### src/rtl/cpu_mem_rw_seq.sv
// Memory read/write call sequencer between the CPU state sequencer and the motherboard bus.
// One accepted call runs 1..MAX_BURST beats with per-beat strobe/ack, bus-error and timeout handling.
module cpu_mem_rw_seq #(
  parameter int WORD_WIDTH = 32,
  parameter int ADDR_WIDTH = 32,
  parameter int MAX_BURST  = 8,
  parameter int LEN_W      = $clog2(MAX_BURST),
  parameter int TIMEOUT    = 255
) (
  input  logic                  clk,
  input  logic                  rst,
  input  logic                  req_valid,
  output logic                  req_ready,
  input  logic                  req_write,
  input  logic [ADDR_WIDTH-1:0] req_addr,
  input  logic [LEN_W-1:0]      req_len,
  input  logic [WORD_WIDTH-1:0] wr_data,
  input  logic                  wr_valid,
  output logic                  wr_ready,
  output logic [WORD_WIDTH-1:0] rd_data,
  output logic                  rd_valid,
  output logic                  done,
  output logic                  err,
  output logic [1:0]            err_code,
  output logic [LEN_W:0]        beats_done,
  output logic [ADDR_WIDTH-1:0] bus_addr,
  output logic [WORD_WIDTH-1:0] bus_wdata,
  output logic                  bus_rd,
  output logic                  bus_wr,
  input  logic [WORD_WIDTH-1:0] bus_rdata,
  input  logic                  bus_ack,
  input  logic                  bus_err,
  output logic [2:0]            dbg_state
);

  // Handshake: req_valid && req_ready accepts a call; wr_valid && wr_ready transfers one
  // write word; a beat completes on the clock edge that samples bus_ack or bus_err high
  // while a strobe is asserted. rd_valid and done are single-cycle pulses with no back-pressure.

  localparam int TW = $clog2(TIMEOUT + 1);
  localparam logic [TW-1:0]         TLAST = TW'(TIMEOUT - 1);
  localparam logic [ADDR_WIDTH-1:0] STEP  = ADDR_WIDTH'(WORD_WIDTH / 8);
  localparam logic [LEN_W:0]        ONE_B = (LEN_W + 1)'(1);

  typedef enum logic [2:0] {
    S_IDLE   = 3'd0,
    S_FETCH  = 3'd1,
    S_STROBE = 3'd2,
    S_GAP    = 3'd3,
    S_DONE   = 3'd4
  } state_t;

  state_t           state;
  logic [LEN_W-1:0] len_q;
  logic             write_q;
  logic [TW-1:0]    tcnt;
  logic [LEN_W:0]   beats_next;
  logic             last_beat;

  assign beats_next = beats_done + ONE_B;
  assign last_beat  = (beats_next == ({1'b0, len_q} + ONE_B));
  assign dbg_state  = state;

  always_ff @(posedge clk) begin
    if (rst) begin
      state      <= S_IDLE;
      req_ready  <= 1'b1;
      wr_ready   <= 1'b0;
      rd_data    <= '0;
      rd_valid   <= 1'b0;
      done       <= 1'b0;
      err        <= 1'b0;
      err_code   <= 2'b00;
      beats_done <= '0;
      bus_addr   <= '0;
      bus_wdata  <= '0;
      bus_rd     <= 1'b0;
      bus_wr     <= 1'b0;
      len_q      <= '0;
      write_q    <= 1'b0;
      tcnt       <= '0;
    end else begin
      rd_valid <= 1'b0;
      done     <= 1'b0;
      case (state)
        S_IDLE: begin
          if (req_valid) begin
            bus_addr   <= req_addr;
            len_q      <= req_len;
            write_q    <= req_write;
            err        <= 1'b0;
            err_code   <= 2'b00;
            beats_done <= '0;
            req_ready  <= 1'b0;
            tcnt       <= '0;
            if (req_write) begin
              wr_ready <= 1'b1;
              state    <= S_FETCH;
            end else begin
              bus_rd <= 1'b1;
              state  <= S_STROBE;
            end
          end
        end
        S_FETCH: begin
          if (wr_valid) begin
            bus_wdata <= wr_data;
            wr_ready  <= 1'b0;
            bus_wr    <= 1'b1;
            tcnt      <= '0;
            state     <= S_STROBE;
          end
        end
        S_STROBE: begin
          // Error wins over a simultaneous ack; a late ack never rescues a timed-out beat.
          if (bus_err) begin
            bus_rd   <= 1'b0;
            bus_wr   <= 1'b0;
            err      <= 1'b1;
            err_code <= 2'b01;
            state    <= S_DONE;
          end else if (bus_ack) begin
            bus_rd     <= 1'b0;
            bus_wr     <= 1'b0;
            beats_done <= beats_next;
            bus_addr   <= bus_addr + STEP;
            if (!write_q) begin
              rd_data  <= bus_rdata;
              rd_valid <= 1'b1;
            end
            state <= last_beat ? S_DONE : S_GAP;
          end else if (tcnt == TLAST) begin
            bus_rd   <= 1'b0;
            bus_wr   <= 1'b0;
            err      <= 1'b1;
            err_code <= 2'b10;
            state    <= S_DONE;
          end else begin
            tcnt <= tcnt + TW'(1);
          end
        end
        S_GAP: begin
          tcnt <= '0;
          if (write_q) begin
            wr_ready <= 1'b1;
            state    <= S_FETCH;
          end else begin
            bus_rd <= 1'b1;
            state  <= S_STROBE;
          end
        end
        S_DONE: begin
          done      <= 1'b1;
          req_ready <= 1'b1;
          state     <= S_IDLE;
        end
        default: begin
          bus_rd    <= 1'b0;
          bus_wr    <= 1'b0;
          wr_ready  <= 1'b0;
          req_ready <= 1'b1;
          state     <= S_IDLE;
        end
      endcase
    end
  end

endmodule

### config.mk
export PLATFORM = sky130hd
export DESIGN_NAME = cpu_mem_rw_seq
export DESIGN_NICKNAME = d
export VERILOG_FILES = /design/src/rtl/cpu_mem_rw_seq.sv
export SDC_FILE = /design/constraint.sdc
export NUM_CORES = 1
export LEC_CHECK = 0
export ABC_AREA = 1
export CORE_AREA = 2 2 119 121
export DETAILED_ROUTE_END_ITERATION = 6
export DIE_AREA = 0 0 121 123
export PLACE_DENSITY = 0.8
export SKIP_LAST_GASP = 1
export SLEW_MARGIN = 20
export SYNTH_ARGS = -nofsm -noshare
export SYNTH_HDL_FRONTEND = slang
export SYNTH_SLANG_ARGS = --single-unit
### constraint.sdc
create_clock -name clk -period 1.95 [get_ports clk]
set_clock_uncertainty 0.1 [all_clocks]
set_input_delay 0.195 -clock clk [delete_from_list [all_inputs] [get_ports clk]]
set_output_delay 0.195 -clock clk [all_outputs]
set_load 0.01 [all_outputs]
# Word-level counts from Yosys, hierarchy flattened
# Index checks and enable logic that the tools add are counted.
# Widths: inputs -> output; s select.
[word_totals]
regBits = 124
out_inout_bits = 112
word_cells = 116
[classes]
n_addsub = 4
n_eq_ne = 19
n_mux = 50
bitwise = 8
n_reduce_logical = 19
[ops]
columns = ["operator", "count"]
rows = [
  ["$mux 32", 3],
  ["$pmux 32 s2", 1],
  ["$mux 8", 5],
  ["$add 32x3->32 const B", 1],
  ["$pmux 8 s4", 1],
  ["$ne 2x2->1 const B", 10],
  ["$mux 3", 6],
  ["$mux 1", 17],
  ["$mux 2", 6],
  ["$mux 4", 3],
  ["$pmux 3 s4", 1],
  ["$reduce_and 4->1", 3],
  ["$reduce_and 5->1", 2],
  ["$add 8x1->8 const B", 1],
  ["$eq 8x8->1 const B", 1],
  ["$not 1->1", 8],
  ["$pmux 1 s4", 2],
  ["$pmux 4 s2", 1],
  ["$eq 3x2->1 const B", 2],
  ["$ne 3x3->1 const B", 2],
  ["$reduce_and 2->1", 3],
  ["$reduce_and 3->1", 2],
  ["$reduce_and 6->1", 1],
  ["$reduce_or 3->1", 2],
  ["other kinds (14)", 16],
]

# Logic depth before layout (Yosys ltp)
# Gate-level depths: netlist (run 1).
[logic_depth]
depth_word = 6
ltp_mapped = 12
ltp_nobuf = 12

# Worst setup path after synthesis (run 1)
# Ideal clock, no wire load.
[synth_timing]
path_kind = "register to register"
startpoint = "reg bus_addr[2]"
endpoint = "reg bus_addr[20]"
setup_ps = 116
arrival_ps = 1541
setup_slack_ps = 193
stages_incl_launch_ff = 11
path_buffers = 0
period_less_slack_ps = 1757
cell_sequence = "dfxtp_1 > ha_1 > nand2_1 > nor2_1 > nand2_1 > nor3_2 > nand3_1 > nand2_1 > nand2_1 > o21ai_0 > nor2_1"
[synth_via]
elab_chain_cells = 4
[synth_rtl]
columns = ["item", "line", "rtl"]
rows = [
  ["start: declaration", "26", "output logic [ADDR_WIDTH-1:0] bus_addr,"],
  ["start signal: assignment", "88", "bus_addr <= req_addr;"],
  ["start signal: assignment", "126", "bus_addr <= bus_addr + STEP;"],
  ["$add 32x3->32", "126", ""],
  ["$mux 32", "122", "end else if (bus_ack) begin"],
  ["$mux 32", "116", "if (bus_err) begin"],
  ["$pmux 32 s2", "85", "case (state)"],
]
# No other way between the ends. The select of a mux whose other input is x is not followed.
# A chain may end at the register's enable or synchronous reset.

# Worst setup path after layout (run 1)
[layout_timing]
startpoint = "reg state[2], in the netlist dbg_state[2]"
endpoint = "out dbg_state[2]"
[layout_lines]
columns = ["item", "line", "rtl"]
rows = [
  ["start: declaration", "53", "state_t state;"],
  ["start signal: assignment", "131", "state <= last_beat ? S_DONE : S_GAP;"],
  ["end: declaration", "33", "output logic [2:0] dbg_state"],
]
# No word-level cell between the ends.

==> reports/metrics.yaml, run 1 <==
outcome:
  run_status: "finished, final reports clean"
die:
  num_rows: 43
  die-width_um: 121
  ios: 218
  core-area_sq_um: 13600
  fp.dieH_um: 123
  die-area_sq_um: 14900
  start_util_pct: 44.3
placed_design:
  placed_cell_area_sq_um: 8540
  dp_hpwl_mm: 14.3
  place_ws_ps: -129
  place_congestion: 0.921
  port_buffers: 217
critical_path:
  r2r_start: "bus_addr[2]$_SDFFE_PP0P_"
  r2r-end: "bus_addr[28]$_SDFFE_PP0P_"
  path_cells: "buf_4, clkdlybuf4s50_1"
  slowest_stage: "clkdlybuf4s50_1"
  cp.arrival_ps: 1600
  r2r.worst_path.cells: 11
  endpoint_kind: "output port"
  cpLargestDelayFamily: "buffers and inverters"
  crit_fanout: 4
  cp.required_ps: 1650
  r2r_slack_ps: 160
  start_kind: "flip-flop"
  max_stage_delay_ps: 570
  setup.worst_path.class: "flip-flop to output port"
  crit_buf_inv: 2
route:
  via_per_inst: 5.01
  drc: 0
  drt_iter0_markers: 451
  finalWirelength_mm: 19.7
  postRouteAntennaNets: 0
  firstDrtPassIters: 5
  dr_total_vias: 6572
  wl_per_cell_um: 15.0
synthesis:
  synth_ff_type: "dfxtp_1"
  syn_area_sq_um: 6030
  ys_seq_elements: 124
  yosys_warnings: 0
  yosys.area.top_type: "dfxtp_1"
  synth_cell_type_count: 38
  postSynthNetCount: 1001
  synthArstFlopShare_pct: 0
  synth_cells: 890
  synth_top_area_share_pct: 41.2
  ys_seq_area_share_pct: 41.2
  synth_edf_count: 0
  syn_avg_cell_area_sq_um: 6.77
  yosys-top-cells-area: "dfxtp_1 41%, nor2_1 13%, nand2_1 11%, o21ai_0 7.6%, nand3_1 4.0%"
global_routing:
  grt_pass1_vias: 6379
  grt_use_total_pct: 27.2
  grt_first_pass_wirelength_mm: 31.7
  grt_max_degree: 43
  antenna_found_initial: 0
  grt_overflow: 0
clock_network:
  cts_htree_levels: 4
  clkTransAtPathRegs_ps: 60
  tritoncts: "yes"
  clock_latency_ps: 410
  cts_buffer_depth: 2
  ctsHoldBuffers: 0
  cts_buffers: 17
  post-cts-setup-buffers: 0
  cts_resized: 0
  root_buffer: "clkbuf_16"
  cts.sinks: 124
pwr:
  pwr-share-comb_pct: 28.4
  p_seq_share_pct: 34.4
  switching_share_pct: 30.1
  p_int_mw: 6.41
  p_sw_mw: 2.76
  power.density_nw_per_um2: 997
  ir_drop_mv: 0.660
  clkPwrFrac_pct: 37.2
  leakage_nw: 3.66
timing:
  tns_ps: 0
  report.final.setup_viol: 0
  setup_slack_ps: 51.8
  maxSlewHeadroom_pct: 62.8
  period_share_pct: 97.3
  holdWs_ps: 111
  rsz0062_at_grt: "no"
  worst_slew_pin_slew_ps: 557
  slew_violations: 0
  min_period_ps: 1900
  fmax_ghz: 0.527
  hold_viol_final: 0
layout:
  layout_commonest_cell: "clkdlybuf4s50_1"
  stdcell_area_sq_um: 9200
  mostFrequentLayoutCells: "216 x clkdlybuf4s50_1, 214 x nor2_1, 170 x nand2_1"
  fin_nets: 1231
  diodes: 0
  drive_gt1_share_pct: 10.8
  syn2layout_area_growth_pct: 52.6
hold_path:
  min_from: "rst"
  hold_depth: 4
  hold_class: "primary input to flip-flop"
  hold_end: "rd_data[31]$_SDFFE_PP0P_"
flow_run:
  maxCapViolations: 0
## sequential cells by signal, summed over array words and instances, names as in the netlist, 2 cells and up
signal and flops:
beats_done 4, bus_wdata 32, tcnt 8, err_code 2
len_q 3, rd_data 32, bus_addr 32, dbg_state 3
## routing by layer
layer / track usage, % / vias to the layer above / share of wire [%]
met4: 10.3 / 0 / 2.4
met3: 10.7 / 37 / 9.5
li1: - / 3320 / -
met1: 31.1 / 2990 / 41
met5: 0 / - / 0
met2: 45.8 / 225 / 47
## power groups by stage
stage / Combinational [mW] / Sequential (mW) / Clock (mW)
detailed placement: 2.58 / 3.19 / 0
floorplan: 1.26 / 3.27 / 0
CTS: 2.60 / 3.14 / 3.45
finish: 2.61 / 3.15 / 3.41
global route: 2.86 / 3.20 / 3.56
global placement: 2.55 / 3.18 / 0
## worst min-delay path, stage by stage
cell     delay, ps
buf_2           90
inv_2          130
o21ai_0        110
nor2_1          40
## layout make-up
cell class / instances / area [sq um]
multi-input combinational: 667 / 3150
inverter: 59 / 224
timing repair buffer: 251 / 2480
fill: 1178 / 4420
tap: 180 / 225
sequential: 124 / 2490
clock inverter: 8 / 165
clock buffer: 22 / 464
## kinds of logic after synthesis
family,Yosys count,share of synthesized area (%)
XOR/XNOR,9,1.31
AND/OR/NAND/NOR,493,35.1
adder cells (fa/ha/maj),5,1.04
flip-flops,124,41.2
AO/OA/AOI/OAI,160,14.4
buffers and inverters,99,6.97
## synth_stat cells, drive strengths merged (6+ instances only)
cell type / instances
clkbuf: 19
dfxtp: 124
o21ai: 95
nand3: 48
nand3b: 6
nand2: 178
nand4: 7
buf: 21
a21oi: 54
nor2: 235
nor3: 12
inv: 58
## worst max path at each step
stage                         startpoint                        end  depth (start not counted)
6_report       dbg_state[2]$_SDFFE_PP0P_               dbg_state[2]                          2
5_1_grt        dbg_state[2]$_SDFFE_PP0P_               dbg_state[2]                          2
4_1_cts        dbg_state[2]$_SDFFE_PP0P_               dbg_state[2]                          2
3_5_place_dp                     bus_ack    rd_data[0]$_SDFFE_PP0P_                         10
3_3_place_gp                     bus_ack   rd_data[28]$_SDFFE_PP0P_                         10
2_1_floorplan   bus_addr[2]$_SDFFE_PP0P_  bus_addr[20]$_SDFFE_PP0P_                         10
## stage by stage
| step | utilization [%] | power [mW] | cells |
|---|---|---|---|
| after floorplan | - | 4.54 | 890 |
| after global placement | 62.8 | 5.74 | 1281 |
| after detailed placement | 62.8 | 5.77 | 1281 |
| after CTS | 67.4 | 9.20 | 1311 |
| after global routing | 67.6 | 9.63 | 1311 |
| final | 67.6 | 9.17 | 1311 |
(Power assumes the default switching activity.)
==> inputs of run 2 (changes only) <==
Clock period 1.95 ns to 1.85 ns, I/O delays scaled along.
==> run 2 against run 1 <==
Against the previous run:
- clock power fell by 14%
- register-to-register slack got worse by 30 ps
- die area did not move
- total power fell by 0.51%
- final area rose by 0.23%
- critical path depth fell by 1
- wire length barely moved
- cell count rose by 1.1%
- sequential share of layout area barely moved
- clock-buffer cell count fell by 5
- flip-flop and latch count did not move
- combinational power rose by 10%
- largest power group is now registers
==> reports/metrics.yaml, run 2 (synthesis gave the netlist of run 1 again) <==
outcome:
  run_status: "finished, final reports clean"
critical_path:
  path_cells: "clkdlybuf4s50_1"
  cp.required_ps: 1560
  endpoint_kind: "output port"
  cpLargestDelayFamily: "buffers and inverters"
  crit_buf_inv: 1
  crit_start: "dbg_state[0]$_SDFFE_PP0P_"
  r2r_start: "bus_addr[15]$_SDFFE_PP0P_"
  cp.arrival_ps: 1520
  start_kind: "flip-flop"
  slowest_stage: "clkdlybuf4s50_1"
  max_stage_delay_ps: 680
  crit_fanout: 3
  setup.worst_path.class: "flip-flop to output port"
placed_design:
  place_congestion: 0.943
  placed_cell_area_sq_um: 8620
  dp_hpwl_mm: 14.4
  port_buffers: 217
timing:
  report.final.setup_viol: 0
  hold_viol_final: 0
  fmax_ghz: 0.555
  worst_slew_pin_slew_ps: 536
  min_period_ps: 1800
  period_share_pct: 97.4
  slew_violations: 0
  rsz0062_at_grt: "yes"
  maxSlewHeadroom_pct: 64.3
clock_network:
  root_buffer: "clkbuf_16"
  cts_buffers: 17
  clock_latency_ps: 410
  tritoncts: "yes"
  cts_buffer_depth: 2
  cts_htree_levels: 4
  cts.sinks: 124
  clkTransAtPathRegs_ps: 60
layout:
  drive_gt1_share_pct: 12.8
  fin_nets: 1243
  layout_commonest_cell: "clkdlybuf4s50_1"
  syn2layout_area_growth_pct: 52.9
  finish.utilization_pct: 67.7
  mostFrequentLayoutCells: "215 x clkdlybuf4s50_1, 213 x nor2_1, 170 x nand2_1"
  top_regs: "bus_addr x32, bus_wdata x32, rd_data x32"
  stdcell_area_sq_um: 9220
pwr:
  ir_drop_mv: 0.558
  p_seq_share_pct: 36.4
  clkPwrFrac_pct: 32.2
  p_int_mw: 6.10
  p_sw_mw: 3.02
  pwr-share-comb_pct: 31.4
  power.density_nw_per_um2: 990
  leakage_nw: 3.68
  switching_share_pct: 33.1
global_routing:
  grt_overflow: 0
  grt_first_pass_wirelength_mm: 31.5
  grt_pass1_vias: 6451
  grt_max_degree: 83
  antenna_found_initial: 1
  grt_use_total_pct: 26.9
die:
  start_util_pct: 44.3
  die-width_um: 121
  core-area_sq_um: 13600
  fp.dieH_um: 123
  num_rows: 43
  die-area_sq_um: 14900
  ios: 218
route:
  dr_total_vias: 6744
  firstDrtPassIters: 5
  finalWirelength_mm: 19.7
  drt_iter0_markers: 581
  wl_per_cell_um: 14.9
  postRouteAntennaNets: 0
  drc: 0
  via_per_inst: 5.09
hold_path:
  hold_class: "primary input to flip-flop"
  min_from: "rst"
flow_run:
  maxCapViolations: 0
## run 2: cell types whose count changed in the layout (fill, tap and decap cells not counted), sizes merged, moves of 3 or more
cell	before	now
clkbuf	22	17
clkinv	3	8
bufinv	5	0
clkinvlp	0	4
buf	35	47
inv	59	62
## run 2: stage by stage
stage	total power [mW]	hold WS, ps	TNS [ps]	worst slack, ps	instances
6_report	9.12	177	0	48.2	1326
3_3_place_gp	6.13	332	-1080	-34.4	1292
5_1_grt	9.63	183	-173	-35.6	1326
4_1_cts	9.15	130	0	30.7	1324
3_5_place_dp	6.18	342	-389	-55.6	1292
2_1_floorplan	4.78	220	0	93.4	890
## run 2: area by class of cell
type | count | area (sq um)
Timing Repair Buffer | 263 | 2580
Sequential cell | 124 | 2490
Antenna cell | 1 | 2.50
Clock buffer | 17 | 425
Inverter | 59 | 226
Clock inverter | 15 | 100
Multi-Input combinational cell | 667 | 3170
Fill cell | 1161 | 4390
Tap cell | 180 | 225
## run 2: worst paths after layout
kind,cells past startpoint,endpoint,slack [ps]
max,1,dbg_state[0],50
min,4,req_ready$_SDFFE_PP1P_,180
max reg2reg,9,bus_addr[22]$_SDFFE_PP0P_,130
min reg2reg,2,bus_addr[1]$_SDFFE_PP0P_,350
## run 2: metal layers
layer / global-route usage [%] / share of wire, % / wire length (um)
met1: 30.8 / 40 / 7880
met2: 43.4 / 46 / 9080
met3: 11.4 / 10 / 2010
met4: 13.2 / 3.8 / 743
met5: 0 / 0 / 0
## run 2: worst register-to-register path, stage by stage (launching register included)
cell and delay (ps):
dfxtp_1 370, inv_1 110, nor3_1 350, nand2_1 140, nor2_1 140, nand2_1 70, nand2_1 60, nand3_1 100
nand2_1 90, a21oi_2 50
## run 2: what timing repair did
item,4_1_cts,5_1_grt
setup buffers,0,1
setup endpoints to repair,1,56
hold endpoints to repair,0,0
resized for setup,2,20
hold buffers,0,0
pin swaps,0,2
## run 2: power groups by stage
stage               Clock, mW  Combinational (mW)  Sequential, mW
finish                   2.93                2.87            3.32
global route             3.13                3.14            3.36
CTS                      3.00                2.84            3.30
detailed placement          0                2.83            3.35
global placement            0                2.78            3.35
floorplan                   0                1.33            3.45
==> inputs of run 3 (changes only) <==
Settings changed: CAP_MARGIN set to 20.
==> results of run 3 <==
Same layout as run 2: the final DEF is identical, and so are final timing and power.
